`src/rtl/mem_wb_stage_pkg.sv`:
```
// Shared types and constants for the memory / writeback stage.
package mem_wb_stage_pkg;

   // Stage sequencing: idle/accepting, waiting on data memory, one-cycle retire.
   typedef enum logic [1:0] {
      MWB_IDLE = 2'd0,
      MWB_REQ  = 2'd1,
      MWB_WB   = 2'd2
   } mwb_state_e;

   // Writeback data select, consumed by the register-file write mux in decode.
   localparam logic [1:0] WD_FROMALU = 2'd0;
   localparam logic [1:0] WD_FROMMEM = 2'd1;
   localparam logic [1:0] WD_FROMPC  = 2'd2;

   // Destination register select.
   localparam logic [1:0] RD_RT = 2'd0;
   localparam logic [1:0] RD_RD = 2'd1;
   localparam logic [1:0] RD_RA = 2'd2;

   // Instruction parked while its memory access is outstanding.
   typedef struct packed {
      logic [31:0] instr;
      logic [31:0] pc_add4;
      logic [31:0] aluout;
      logic        regwr;
      logic [1:0]  wdsel;
      logic [1:0]  rdsel;
      logic        is_load;
   } mwb_op_t;

   // Word accesses only: any set low address bit is an alignment fault.
   function automatic logic misaligned(input logic [31:0] addr);
      return addr[1:0] != 2'b00;
   endfunction

endpackage

```
`src/rtl/mem_wb_stage_timeout.sv`:
```
// Saturating wait counter for a data-memory request; flags the last allowed cycle.
module dm_timeout_cnt #(
   parameter int unsigned LIMIT = 255,
   parameter int unsigned CNT_W = 16
) (
   input  logic clk,
   input  logic rst,
   input  logic clr,
   input  logic inc,
   output logic expire
);

   localparam logic [CNT_W-1:0] TOP  = CNT_W'(LIMIT);
   localparam logic [CNT_W-1:0] LAST = CNT_W'(LIMIT - 1);

   logic [CNT_W-1:0] cnt;

   // expire fires on the cycle whose increment would reach LIMIT, so the
   // request is visible for exactly LIMIT cycles before it is abandoned.
   assign expire = inc && (cnt == LAST);

   // Count un-acked request cycles; clear on reset or on entry to a new request.
   always_ff @(posedge clk) begin
      // NOTE: reset is synchronous here, so it lives inside the clocked branch
      // and never appears in the sensitivity list.
      if (!rst || clr) begin
         cnt <= '0;
      end else if (inc && cnt != TOP) begin
         cnt <= cnt + CNT_W'(1);
      end
   end

endmodule

```
`src/rtl/mem_wb_stage.sv`:
```
// Memory access and writeback staging between execute and the register file.
module mem_wb_stage
   import mem_wb_stage_pkg::*;
#(
   parameter int unsigned DM_TIMEOUT = 255,
   parameter int unsigned CNT_W      = 16
) (
   input  logic        clk,
   input  logic        rst,
   input  logic        ex_valid,
   output logic        ex_ready,
   input  logic [31:0] ex_instr,
   input  logic [31:0] ex_pc_add4,
   input  logic [31:0] ex_aluout,
   input  logic [31:0] ex_stdata,
   input  logic        ex_memrd,
   input  logic        ex_memwr,
   input  logic        ex_regwr,
   input  logic [1:0]  ex_wdsel,
   input  logic [1:0]  ex_rdsel,
   output logic        dm_req,
   output logic        dm_we,
   output logic [31:0] dm_addr,
   output logic [31:0] dm_wdata,
   input  logic        dm_ack,
   input  logic [31:0] dm_rdata,
   output logic [31:0] wb_instr,
   output logic [31:0] wb_pc_add4,
   output logic [31:0] wb_aluout,
   output logic [31:0] wb_memout,
   output logic        wb_regwr,
   output logic [1:0]  wb_wdsel,
   output logic [1:0]  wb_rdsel,
   output logic        err,
   input  logic        err_clr
);

   mwb_state_e state;
   mwb_op_t    op;

   logic is_mem;
   logic bad_addr;
   logic start_req;
   logic wait_cyc;
   logic timeout;
   logic err_set;

   assign ex_ready  = (state == MWB_IDLE) && rst;
   assign is_mem    = ex_memrd || ex_memwr;
   assign bad_addr  = misaligned(ex_aluout);
   assign start_req = ex_ready && ex_valid && is_mem && !bad_addr;
   assign wait_cyc  = (state == MWB_REQ) && !dm_ack;
   assign err_set   = (ex_ready && ex_valid && is_mem && bad_addr) || timeout;

   dm_timeout_cnt #(
      .LIMIT (DM_TIMEOUT),
      .CNT_W (CNT_W)
   ) u_tmo (
      .clk    (clk),
      .rst    (rst),
      .clr    (start_req),
      .inc    (wait_cyc),
      .expire (timeout)
   );

   // Stage FSM with registered memory-port and writeback outputs.
   always_ff @(posedge clk) begin
      if (!rst) begin
         state      <= MWB_IDLE;
         op         <= '0;
         dm_req     <= 1'b0;
         dm_we      <= 1'b0;
         dm_addr    <= '0;
         dm_wdata   <= '0;
         wb_instr   <= '0;
         wb_pc_add4 <= '0;
         wb_aluout  <= '0;
         wb_memout  <= '0;
         wb_regwr   <= 1'b0;
         wb_wdsel   <= '0;
         wb_rdsel   <= '0;
         err        <= 1'b0;
      end else begin
         // NOTE: non-blocking assignments throughout, so every branch reads the
         // pre-edge value of state and op regardless of statement order.
         wb_regwr <= 1'b0;
         case (state)
            MWB_IDLE: begin
               if (ex_valid) begin
                  if (start_req) begin
                     state    <= MWB_REQ;
                     op       <= '{instr: ex_instr, pc_add4: ex_pc_add4,
                                   aluout: ex_aluout, regwr: ex_regwr,
                                   wdsel: ex_wdsel, rdsel: ex_rdsel,
                                   is_load: ex_memrd};
                     dm_req   <= 1'b1;
                     dm_we    <= ex_memwr && !ex_memrd;
                     dm_addr  <= ex_aluout;
                     dm_wdata <= ex_stdata;
                  end else begin
                     // ALU op, or a memory op rejected for alignment: retire now.
                     wb_instr   <= ex_instr;
                     wb_pc_add4 <= ex_pc_add4;
                     wb_aluout  <= ex_aluout;
                     wb_wdsel   <= ex_wdsel;
                     wb_rdsel   <= ex_rdsel;
                     wb_regwr   <= ex_regwr && !is_mem;
                  end
               end
            end
            MWB_REQ: begin
               if (dm_ack || timeout) begin
                  state      <= MWB_WB;
                  dm_req     <= 1'b0;
                  wb_instr   <= op.instr;
                  wb_pc_add4 <= op.pc_add4;
                  wb_aluout  <= op.aluout;
                  wb_wdsel   <= op.wdsel;
                  wb_rdsel   <= op.rdsel;
                  // An ack wins over a same-cycle timeout.
                  if (dm_ack) begin
                     wb_memout <= dm_rdata;
                     wb_regwr  <= op.regwr && op.is_load;
                  end
               end
            end
            MWB_WB:  state <= MWB_IDLE;
            default: state <= MWB_IDLE;
         endcase
         // A new fault takes priority over a clear in the same cycle.
         err <= err_set || (err && !err_clr);
      end
   end

endmodule

```
`config.mk`:
```
export PLATFORM = sky130hd
export DESIGN_NAME = mem_wb_stage
export DESIGN_NICKNAME = d
export VERILOG_FILES = /design/src/rtl/mem_wb_stage_pkg.sv /design/src/rtl/mem_wb_stage_timeout.sv /design/src/rtl/mem_wb_stage.sv
export SDC_FILE = /design/constraint.sdc
export NUM_CORES = 1
export LEC_CHECK = 0
export BUFFER_PORTS_ARGS = -buffer_cell sky130_fd_sc_hd__buf_2
export CAP_MARGIN = 20
export CORE_MARGIN = 5
export CORE_UTILIZATION = 50
export CTS_BUF_LIST = sky130_fd_sc_hd__clkbuf_16
export DETAILED_ROUTE_END_ITERATION = 10
export PLACE_DENSITY_LB_ADDON = 0.2
export SLEW_MARGIN = 20
export SYNTH_ARGS = -nofsm -noshare
export SYNTH_HDL_FRONTEND = slang
export SYNTH_SLANG_ARGS = --single-unit
```
`constraint.sdc`:
```
create_clock -name clk -period 5.4 [get_ports clk]
set_input_delay 1.08 -clock clk [delete_from_list [all_inputs] [get_ports clk]]
set_output_delay 1.08 -clock clk [all_outputs]
set_load 0.02 [all_outputs]
```
==> impl_metrics.py <==
metrics = {
    "clock_network": {
        "clk_latency_ns": 0.54,
        "cts.path.max_buffers": 3,
        "cts_made_buffers": 31,
        "cts_setup_buffers": 0,
        "htreeDepth": 1,
        "cts_sinks": 288,
        "cts_resized": 0,
        "clockRootBuffer": "clkbuf_16",
        "cts_hold_buffers": 0,
        "path_clk_slew_ns": 0.06,
        "cts_tree": "built",
    },
    "floorplan": {
        "rows": 56,
        "die_area_um2": 27000,
        "die_x_um": 164,
        "core_um2": 23500,
        "start_util_pct": 50.8,
        "die_h_um": 164,
        "io_pins": 373,
    },
    "timing": {
        "finalSetupTns_ns": 0,
        "finalSetupViolations": 0,
        "final-max-slew-violation-count": 0,
        "final_hold_viol_count": 0,
        "max-slew-margin-rel_pct": 24.8,
        "tightest_slew_ns": 1.13,
        "finalCritPeriodShare_pct": 65.8,
        "fin_ws_ns": 1.85,
        "max_freq_mhz": 281,
        "skew_ns": 0.00764,
        "hold_slack_ns": 0.450,
        "min_period_ns": 3.55,
        "grt_setup_unrepaired": "false",
    },
    "drt": {
        "wire_per_inst_um": 17.4,
        "drtPass1Iterations": 5,
        "drt-initial-drc-count": 996,
        "ant_nets": 0,
        "detail_route.vias_per_cell": 5.56,
        "vias": 11500,
        "post-route-drc-count": 0,
        "drt-total-wl_um": 35900,
    },
    "global_route": {
        "grt_pass1_wl_um": 56300,
        "grt.total_usage_pct": 25.1,
        "grt_pass1_vias": 10900,
        "antenna_found_initial": 3,
        "grt_max_degree": 236,
        "overflow": 0,
    },
    "critical_path": {
        "cp_data_required_time_ns": 4.32,
        "setup.worst_path.start": "rst",
        "start_kind": "input pin",
        "rr_endpoint": "wb_instr[18]$_SDFFE_PN0P_",
        "crit_type": "in -> out",
        "crit_path_max_fanout": 78,
        "worst-r2r-setup-slack_ns": 2.29,
        "r2r_start": "u_tmo.cnt[8]$_SDFFE_PP0P_",
        "critical_path_arrival_ns": 2.47,
        "r2r_cells": 5,
        "end_kind": "output port",
    },
    "placed_design": {
        "hpwl_um": 22700,
        "place.port_buffers": 372,
        "place_ws_ns": 1.86,
        "finalWeightedCongestion": 0.773,
    },
    "worst_hold_path": {
        "hp-start": "wb_memout[3]$_SDFFE_PN0P_",
        "whs_path_depth": 2,
        "hold_class": "reg -> reg",
        "holdPathEnd": "wb_memout[3]$_SDFFE_PN0P_",
    },
    "power_and_ir_drop": {
        "max-vdd-ir-drop_mv": 0.210,
        "leakage_nw": 6.07,
        "powerDensity_nw_per_um2": 328,
    },
    "synthesis": {
        "syn_area_um2": 11900,
        "ys_seq_area_share_pct": 48.4,
        "yosys.area_share.simple_pct": 25.6,
        "synth-xor-area-share_pct": 0,
        "synth_area_per_cell_um2": 8.13,
        "synth_warnings": 0,
        "synthCells": 1467,
        "synth_top_area_share_pct": 48.4,
        "synth_top_family_by_area": "simple AND/OR/NAND/NOR gates",
        "ys_ff_latch": 288,
        "synth_compound_area_share_pct": 18.1,
        "synth_ff_type": "dfxtp_1",
        "synthMuxAreaShare_pct": 0.504,
        "synth_fa_ha_area_share_pct": 0.210,
        "synth_area_leaders": "dfxtp_1, nand2_1, o221a_1, a21oi_1, nand4_1",
        "synth_edf_count": 0,
        "async_flop_share_pct": 0,
        "yosys.area.top_type": "dfxtp_1",
        "synth_commonest_cells": "nand2_1, dfxtp_1, a21oi_1, clkbuf_1, nand4_1",
        "yosysMostFrequentCell": "nand2_1",
        "synth_nets": 1641,
        "synth_cell_types": 40,
    },
    "cells_and_area": {
        "fin_nets": 1892,
        "drive_gt1_share_pct": 26.3,
        "areaGrowthSynthToFinish_pct": 21.3,
    },
    "status": {
        "outcome": "completed",
    },
    "run": {
        "cap_violations": 0,
    },
}
[kinds of logic (layout without fill, tap and decap cells)]
| family | count (synthesis) | after routing |
|---|---|---|
| flops | 288 | 288 |
| other cells | 0 | 2 |
| mux | 6 | 6 |
| compound gates | 295 | 295 |
| simple gates | 703 | 703 |
| fa+ha+maj | 2 | 2 |
| buf+inv | 173 | 446 |
[critical path, stage by stage]
cell,delay [ns]
buf_4,0.48
inv_6,0.36
nor3_1,0.30
buf_2,0.22
[power by group]
group | internal [mW] | switching (mW)
Combinational | 0.193 | 0.321
Sequential | 2.21 | 0.0486
Clock | 1.13 | 0.840
[area by class of cell]
| class | instances | area (um2) |
|---|---|---|
| diodes | 2 | 5.00 |
| clock buffers | 31 | 776 |
| clock inverters | 24 | 161 |
| fillers | 2159 | 9010 |
| inverters | 5 | 23.8 |
| multi-input cells | 1006 | 5330 |
| flip-flops and latches | 288 | 5770 |
| well taps | 319 | 399 |
| repair buffers | 386 | 2000 |
[worst max-delay path by stage]
| stage | end | slack [ns] |
|---|---|---|
| floorplan | ex_ready | 2.32 |
| global placement | ex_ready | 1.87 |
| detailed placement | ex_ready | 1.86 |
| CTS | ex_ready | 1.87 |
| global route | ex_ready | 1.78 |
| finish | ex_ready | 1.85 |
[per-stage QoR]
step / instances / total power [mW] / area [um2] / utilization, %
5_1_grt: 2061 / 4.92 / 14500 / 61.6
2_1_floorplan: 1467 / 2.62 / 11900 / -
3_5_place_dp: 2003 / 2.82 / 13500 / 57.6
6_report: 2061 / 4.74 / 14500 / 61.6
4_1_cts: 2058 / 4.78 / 14400 / 61.5
3_3_place_gp: 2003 / 2.81 / 13500 / 57.5
[layer usage]
layer | part of all wire (%) | wire, um | vias up | track usage (%)
met5 | 0.031 | 11 | - | 0
met4 | 3.3 | 1170 | 2 | 8.43
met3 | 8.7 | 3130 | 77 | 6.56
met2 | 48 | 17100 | 443 | 42.9
met1 | 40 | 14500 | 5357 | 31.0
li1 | - | - | 5573 | -
[state kept, by name, indices dropped and copies added, names as in the netlist]
signal      cells
state           2
dm_we           1
wb_memout      32
dm_wdata       32
wb_regwr        1
dm_req          1
wb_wdsel        2
wb_pc_add4     32
op            102
wb_rdsel        2
u_tmo.cnt      16
err             1
wb_instr       32
wb_aluout      32
[placed cells by master (no fill, tap or decap), drive strengths merged, types with 4 or more instances in the layout]
master / n
nand3: 9
o221a: 101
a21oi: 171
nand2b: 9
dfxtp: 288
nand4: 104
inv: 10
nor2: 8
or4: 6
nand2: 541
clkbuf: 31
o31ai: 4
o21a: 4
o21ai: 4
buf: 386
nor4: 9
mux2i: 6
clkinv: 15
Note: power is estimated with default switching activity, not from simulation.
